$ cat src/rtl/dit_fft_8.sv
// Iterative 8-point radix-2 DIT forward FFT, one butterfly stage per clock.
// Each stage halves its results, so bins come out as DFT/8, saturated to W bits.
module dit_fft_8 #(
  parameter int W       = 9,
  parameter int TW_FRAC = 7
) (
  input  logic                clk,
  input  logic                rst,
  input  logic                in_valid,
  output logic                in_ready,
  input  logic signed [W-1:0] inr0, inr1, inr2, inr3, inr4, inr5, inr6, inr7,
  input  logic signed [W-1:0] ini0, ini1, ini2, ini3, ini4, ini5, ini6, ini7,
  output logic                out_valid,
  input  logic                out_ready,
  output logic signed [W-1:0] outreal0, outreal1, outreal2, outreal3,
  output logic signed [W-1:0] outreal4, outreal5, outreal6, outreal7,
  output logic signed [W-1:0] outimag0, outimag1, outimag2, outimag3,
  output logic signed [W-1:0] outimag4, outimag5, outimag6, outimag7
);

  localparam int PW     = 2 * W + 4;
  localparam int TW_ONE = 1 << TW_FRAC;
  localparam int TW_C45 = $rtoi(0.7071067811865476 * TW_ONE + 0.5);
  localparam logic signed [PW-1:0] SAT_HI = PW'((1 <<< (W - 1)) - 1);
  localparam logic signed [PW-1:0] SAT_LO = PW'(-(1 <<< (W - 1)));

  typedef enum logic [2:0] {IDLE, S1, S2, S3, DONE} state_t;

  state_t              r_state;
  logic signed [W-1:0] r_re    [8];
  logic signed [W-1:0] r_im    [8];
  logic signed [W-1:0] r_outRe [8];
  logic signed [W-1:0] r_outIm [8];

  logic signed [W-1:0] w_inRe   [8];
  logic signed [W-1:0] w_inIm   [8];
  logic signed [W-1:0] w_nextRe [8];
  logic signed [W-1:0] w_nextIm [8];
  logic [2:0]          w_idxA;
  logic [2:0]          w_idxB;
  logic [1:0]          w_tw;
  logic [4*W-1:0]      w_bfly;

  assign w_inRe = '{inr0, inr1, inr2, inr3, inr4, inr5, inr6, inr7};
  assign w_inIm = '{ini0, ini1, ini2, ini3, ini4, ini5, ini6, ini7};

  function automatic logic signed [W-1:0] sat(input logic signed [PW-1:0] v);
    if (v > SAT_HI)      return SAT_HI[W-1:0];
    else if (v < SAT_LO) return SAT_LO[W-1:0];
    else                 return v[W-1:0];
  endfunction

  // Returns {topRe, topIm, botRe, botIm}; W8^0 skips the multiplier so it is exact.
  function automatic logic [4*W-1:0] butterfly(
    input logic signed [W-1:0] aRe, aIm, bRe, bIm,
    input logic [1:0]          tw
  );
    logic signed [PW-1:0] wRe, wIm, pRe, pIm, topRe, topIm, botRe, botIm;
    case (tw)
      2'd0:    begin wRe = PW'(TW_ONE);  wIm = '0;              end
      2'd1:    begin wRe = PW'(TW_C45);  wIm = PW'(-TW_C45);    end
      2'd2:    begin wRe = '0;           wIm = PW'(-TW_ONE);    end
      default: begin wRe = PW'(-TW_C45); wIm = PW'(-TW_C45);    end
    endcase
    if (tw == 2'd0) begin
      pRe = PW'(bRe);
      pIm = PW'(bIm);
    end else begin
      pRe = (PW'(bRe) * wRe - PW'(bIm) * wIm) >>> TW_FRAC;
      pIm = (PW'(bRe) * wIm + PW'(bIm) * wRe) >>> TW_FRAC;
    end
    topRe = (PW'(aRe) + pRe) >>> 1;
    topIm = (PW'(aIm) + pIm) >>> 1;
    botRe = (PW'(aRe) - pRe) >>> 1;
    botIm = (PW'(aIm) - pIm) >>> 1;
    return {sat(topRe), sat(topIm), sat(botRe), sat(botIm)};
  endfunction

  // The four butterflies of the current stage; pairing and twiddles follow the span.
  always_comb begin
    for (int k = 0; k < 8; k++) begin
      w_nextRe[k] = r_re[k];
      w_nextIm[k] = r_im[k];
    end
    w_idxA = '0;
    w_idxB = '0;
    w_tw   = '0;
    w_bfly = '0;
    for (int j = 0; j < 4; j++) begin
      case (r_state)
        S1: begin
          w_idxA = 3'(2 * j);
          w_idxB = 3'(2 * j + 1);
          w_tw   = 2'd0;
        end
        S2: begin
          w_idxA = 3'((j / 2) * 4 + (j % 2));
          w_idxB = 3'((j / 2) * 4 + (j % 2) + 2);
          w_tw   = 2'((j % 2) * 2);
        end
        default: begin
          w_idxA = 3'(j);
          w_idxB = 3'(j + 4);
          w_tw   = 2'(j);
        end
      endcase
      w_bfly = butterfly(r_re[w_idxA], r_im[w_idxA], r_re[w_idxB], r_im[w_idxB], w_tw);
      w_nextRe[w_idxA] = w_bfly[4*W-1 -: W];
      w_nextIm[w_idxA] = w_bfly[3*W-1 -: W];
      w_nextRe[w_idxB] = w_bfly[2*W-1 -: W];
      w_nextIm[w_idxB] = w_bfly[W-1 -: W];
    end
  end

  always_ff @(posedge clk) begin
    if (!rst) begin
      r_state   <= IDLE;
      in_ready  <= 1'b0;
      out_valid <= 1'b0;
      for (int k = 0; k < 8; k++) begin
        r_re[k]    <= '0;
        r_im[k]    <= '0;
        r_outRe[k] <= '0;
        r_outIm[k] <= '0;
      end
    end else begin
      case (r_state)
        IDLE: begin
          if (in_valid && in_ready) begin
            for (int k = 0; k < 8; k++) begin
              r_re[k] <= w_inRe[{k[0], k[1], k[2]}];
              r_im[k] <= w_inIm[{k[0], k[1], k[2]}];
            end
            in_ready <= 1'b0;
            r_state  <= S1;
          end else begin
            in_ready <= 1'b1;
          end
        end
        S1, S2: begin
          r_re    <= w_nextRe;
          r_im    <= w_nextIm;
          r_state <= (r_state == S1) ? S2 : S3;
        end
        S3: begin
          r_outRe   <= w_nextRe;
          r_outIm   <= w_nextIm;
          out_valid <= 1'b1;
          r_state   <= DONE;
        end
        DONE: begin
          if (out_ready) begin
            out_valid <= 1'b0;
            in_ready  <= 1'b1;
            r_state   <= IDLE;
          end
        end
        default: r_state <= IDLE;
      endcase
    end
  end

  assign outreal0 = r_outRe[0];
  assign outreal1 = r_outRe[1];
  assign outreal2 = r_outRe[2];
  assign outreal3 = r_outRe[3];
  assign outreal4 = r_outRe[4];
  assign outreal5 = r_outRe[5];
  assign outreal6 = r_outRe[6];
  assign outreal7 = r_outRe[7];
  assign outimag0 = r_outIm[0];
  assign outimag1 = r_outIm[1];
  assign outimag2 = r_outIm[2];
  assign outimag3 = r_outIm[3];
  assign outimag4 = r_outIm[4];
  assign outimag5 = r_outIm[5];
  assign outimag6 = r_outIm[6];
  assign outimag7 = r_outIm[7];

endmodule

$ cat config.mk
export PLATFORM = sky130hd
export DESIGN_NAME = dit_fft_8
export DESIGN_NICKNAME = d
export VERILOG_FILES = /design/src/rtl/dit_fft_8.sv
export SDC_FILE = /design/constraint.sdc
export NUM_CORES = 2
export LEC_CHECK = 0
export BUFFER_PORTS_ARGS = -buffer_cell sky130_fd_sc_hd__buf_2
export CORE_UTILIZATION = 40
export CTS_BUF_LIST = sky130_fd_sc_hd__clkbuf_4
export CTS_CLUSTER_SIZE = 10
export DETAILED_ROUTE_END_ITERATION = 8
export GPL_TIMING_DRIVEN = 0
export MAX_ROUTING_LAYER = met4
export SYNTH_ARGS = -nofsm -noshare
export SYNTH_HDL_FRONTEND = slang
export SYNTH_SLANG_ARGS = --single-unit
$ cat constraint.sdc
create_clock -name clk -period 12.54 [get_ports clk]
set_clock_uncertainty 0.1 [all_clocks]
set_input_delay 2.508 -clock clk [delete_from_list [all_inputs] [get_ports clk]]
set_output_delay 2.508 -clock clk [all_outputs]
set_load 0.005 [all_outputs]
==> results.sh <==
export IMPL_grt_pass1_wl_mm=340
export IMPL_yosysWarnings=0
export IMPL_max_stage_delay_ns=0.69
export IMPL_fmax_mhz=81.8
export IMPL_cts_buffer_depth=3
export IMPL_die_x_um=364
export IMPL_rsz0062_at_grt="true"
export IMPL_r2r_start="r_state[2]"
export IMPL_worst_pin_slew_ns=1.64
export IMPL_htreeDepth=3
export IMPL_gp_congestion=1.08
export IMPL_synth_top_family_by_area="adder cells"
export IMPL_io_buffers=292
export IMPL_min_path_cells=2
export IMPL_dieArea_mm2=0.132
export IMPL_core_area_mm2=0.130
export IMPL_syn_inst=6249
export IMPL_row_count=132
export IMPL_reg_largest_list="r_im (72), r_re (72)"
export IMPL_outcome="finished, violations left"
export IMPL_start_util=0.404
export IMPL_wire_per_inst_um=28.0
export IMPL_dp_final_hpwl_mm=203
export IMPL_r2r_slack_ns=0.32
export IMPL_synth_edff_count=0
export IMPL_clkLatencyLatePin_ns=1.08
export IMPL_syn_area_mm2=0.0524
export IMPL_synth_compound_area_frac=0.191
export IMPL_track_usage=0.372
export IMPL_critPathKind="flop to flop"
export IMPL_cts_buffers=93
export IMPL_synth_fa_ha_area_frac=0.424
export IMPL_cp_start_kind="flop"
export IMPL_synth_area_top_cells="fa_1 (26%), ha_1 (16%), dfxtp_1 (11%)"
export IMPL_crit_required_ns=13.34
export IMPL_worst_path_buf_inv=12
export IMPL_ant_nets=0
export IMPL_clk_pin_slew_ns=0.07
export IMPL_tritoncts="built"
export IMPL_root_buffer="clkbuf_4"
export IMPL_grt_pass1_vias=48601
export IMPL_grt_max_degree=29
export IMPL_slew_headroom=-0.0907
export IMPL_syn_to_final_growth_pct=10.8
export IMPL_arrival_ns=13.02
export IMPL_synth_cell_types=108
export IMPL_firstDrtPassIters=9
export IMPL_maxSlewViolCount=44
export IMPL_io_pins=294
export IMPL_drt_iter0_drc=5357
export IMPL_cp_top_family="adder cells"
export IMPL_finalSetupViolations=0
export IMPL_timing_final_crit_share=0.975
export IMPL_path_max_fanout=10
export IMPL_yosysTopAreaCellShare=0.261
export IMPL_violations="design-rule violations, max-capacitance violations, max-slew violations"
export IMPL_cts_sinks=293
export IMPL_hold_end="outreal0[7]"
export IMPL_nets=8269
export IMPL_async_flop_share=0
export IMPL_hold_class="flop to flop"
export IMPL_num_vias=49508
export IMPL_crit_path_end_kind="flop"
export IMPL_drc_errors=1
export IMPL_synth_top_cell_by_area="fa_1"
export IMPL_cp_slowest_cell="fa_1"
export IMPL_vias_per_cell=5.76
export IMPL_fin_crit_ns=12.22
export IMPL_die_h_um=364
export IMPL_drive_gt1_frac=0.0957
export IMPL_reg2reg_to="outreal7[1]"
export IMPL_synth_simple_area_share=0.132
export IMPL_finalHoldViolations=0
export IMPL_routed_wl_mm=240
export IMPL_tns_ns=0
export IMPL_synth_xor_area_frac=0.0366
export IMPL_hp_start="outreal0[7]"
export IMPL_synth_avg_cell_area_um2=8.38
export IMPL_path_common_cell="fa_1"
export IMPL_rr_worst_depth=39
export IMPL_max_cap_violations=4
export IMPL_synthMuxAreaShare=0.00734
export IMPL_synth_flop_cell="dfxtp_1"
export IMPL_antenna_found_initial=25
export IMPL_yosysSeqAreaShare=0.112
export IMPL_ys_ff_latch=293
export IMPL_grt_overflow=0
cell type report:
type,count,area (um^2)
Antenna cell,21,52.6
Buffer,276,1200
Clock buffer,132,991
Clock inverter,31,183
Fill cell,13177,71600
Inverter,1071,4040
Multi-Input combinational cell,4722,42000
Sequential cell,293,5870
Tap cell,1742,2180
Timing Repair Buffer,301,1560
worst min-delay path: cells and delay by family, from the launching register on:
family | cells | cell delay (ns)
AOI/OAI and AO/OA | 1 | 0.05
and+or+nand+nor | 1 | 0.05
DFF | 1 | 0.31
how the worst max path moves through the flow:
stage	startpoint	to	cells past startpoint
2_1_floorplan	r_state[2]	r_im[1]	42
5_1_grt	r_state[1]	r_im[36]	40
4_1_cts	r_state[1]	r_im[13]	43
3_5_place_dp	r_state[2]	r_im[18]	37
3_3_place_gp	r_state[2]	r_im[25]	40
6_report	r_state[2]	outreal7[1]	39
cells by family (layout without fill, tap and decap cells):
kind of cell,count (synthesis),in the layout
DFF,293,293
muxes,37,37
and+or+nand+nor,1502,1502
adders and majority gates,1363,1363
buffers and inverters,1350,1811
xor gates and xnor gates,219,219
other,2,139
AOI/OAI and AO/OA,1483,1483
what timing repair did:
action / in CTS / in global routing
gates resized for setup: 72 / 73
setup endpoints to repair: 231 / 168
hold buffers: 0 / 0
setup buffers: 0 / 5
pin swaps: 0 / 1
hold endpoints to repair: 0 / 0
cell usage after synthesis (60+ instances only):
master    count
a211oi_1     90
a21o_1      112
a21oi_1     409
and2_1       65
clkbuf_1    223
dfxtp_1     293
fa_1        683
ha_1        680
inv_1      1070
nand2_1     530
nand3_1      60
nor2_1      408
nor3_1      139
o211ai_1     64
o21ai_0     271
or3_1        64
xnor2_1     160
layer usage:
layer | vias up | wire (um) | track usage
met5 | - | 0 | -
met4 | 0 | 18500 | 0.237
met3 | 694 | 26900 | 0.0996
met2 | 2723 | 99000 | 0.529
met1 | 24229 | 95600 | 0.464
li1 | 21862 | - | -
per-stage QoR:
step / std cells / util / worst slack [ns] / hold slack [ns] / instance area (um^2)
2_1_floorplan: 6365 / - / 2.53 / 0.338 / 52800
3_3_place_gp: 8399 / 0.435 / -2.35 / 0.348 / 56400
3_5_place_dp: 8401 / 0.436 / -2.01 / 0.344 / 56500
4_1_cts: 8561 / 0.446 / -0.0222 / 0.353 / 57800
5_1_grt: 8583 / 0.448 / -0.0478 / 0.369 / 58000
6_report: 8589 / 0.448 / 0.316 / 0.353 / 58000
cells in the final DEF, fill, tap and decap left out, types with 42 or more instances in the layout:
cell      synthesis  layout
nand2b_1         53      53
xnor2_1         160     156
and2_1           65      64
nand3_1          60      60
a21o_1          112     112
a31oi_1          51      50
dfxtp_1         293     293
fa_1            683     683
inv_1          1070    1066
clkbuf_1        223     198
a221oi_1         42      42
clkbuf_4          0     141
nand2_1         530     525
ha_1            680     680
nor2_1          408     405
nor2b_1          53      53
or3_1            64      64
conb_1            2     118
nor3_1          139     139
o211ai_1         64      64
o21a_1           42      42
o21ai_0         271     264
a211oi_1         90      90
buf_2            19     315
xor2_1           59      57
a21oi_1         409     400
Power is left out: the tool's default activity adds up to more than one toggle a clock period on the data nets, which glitch-free logic cannot reach.
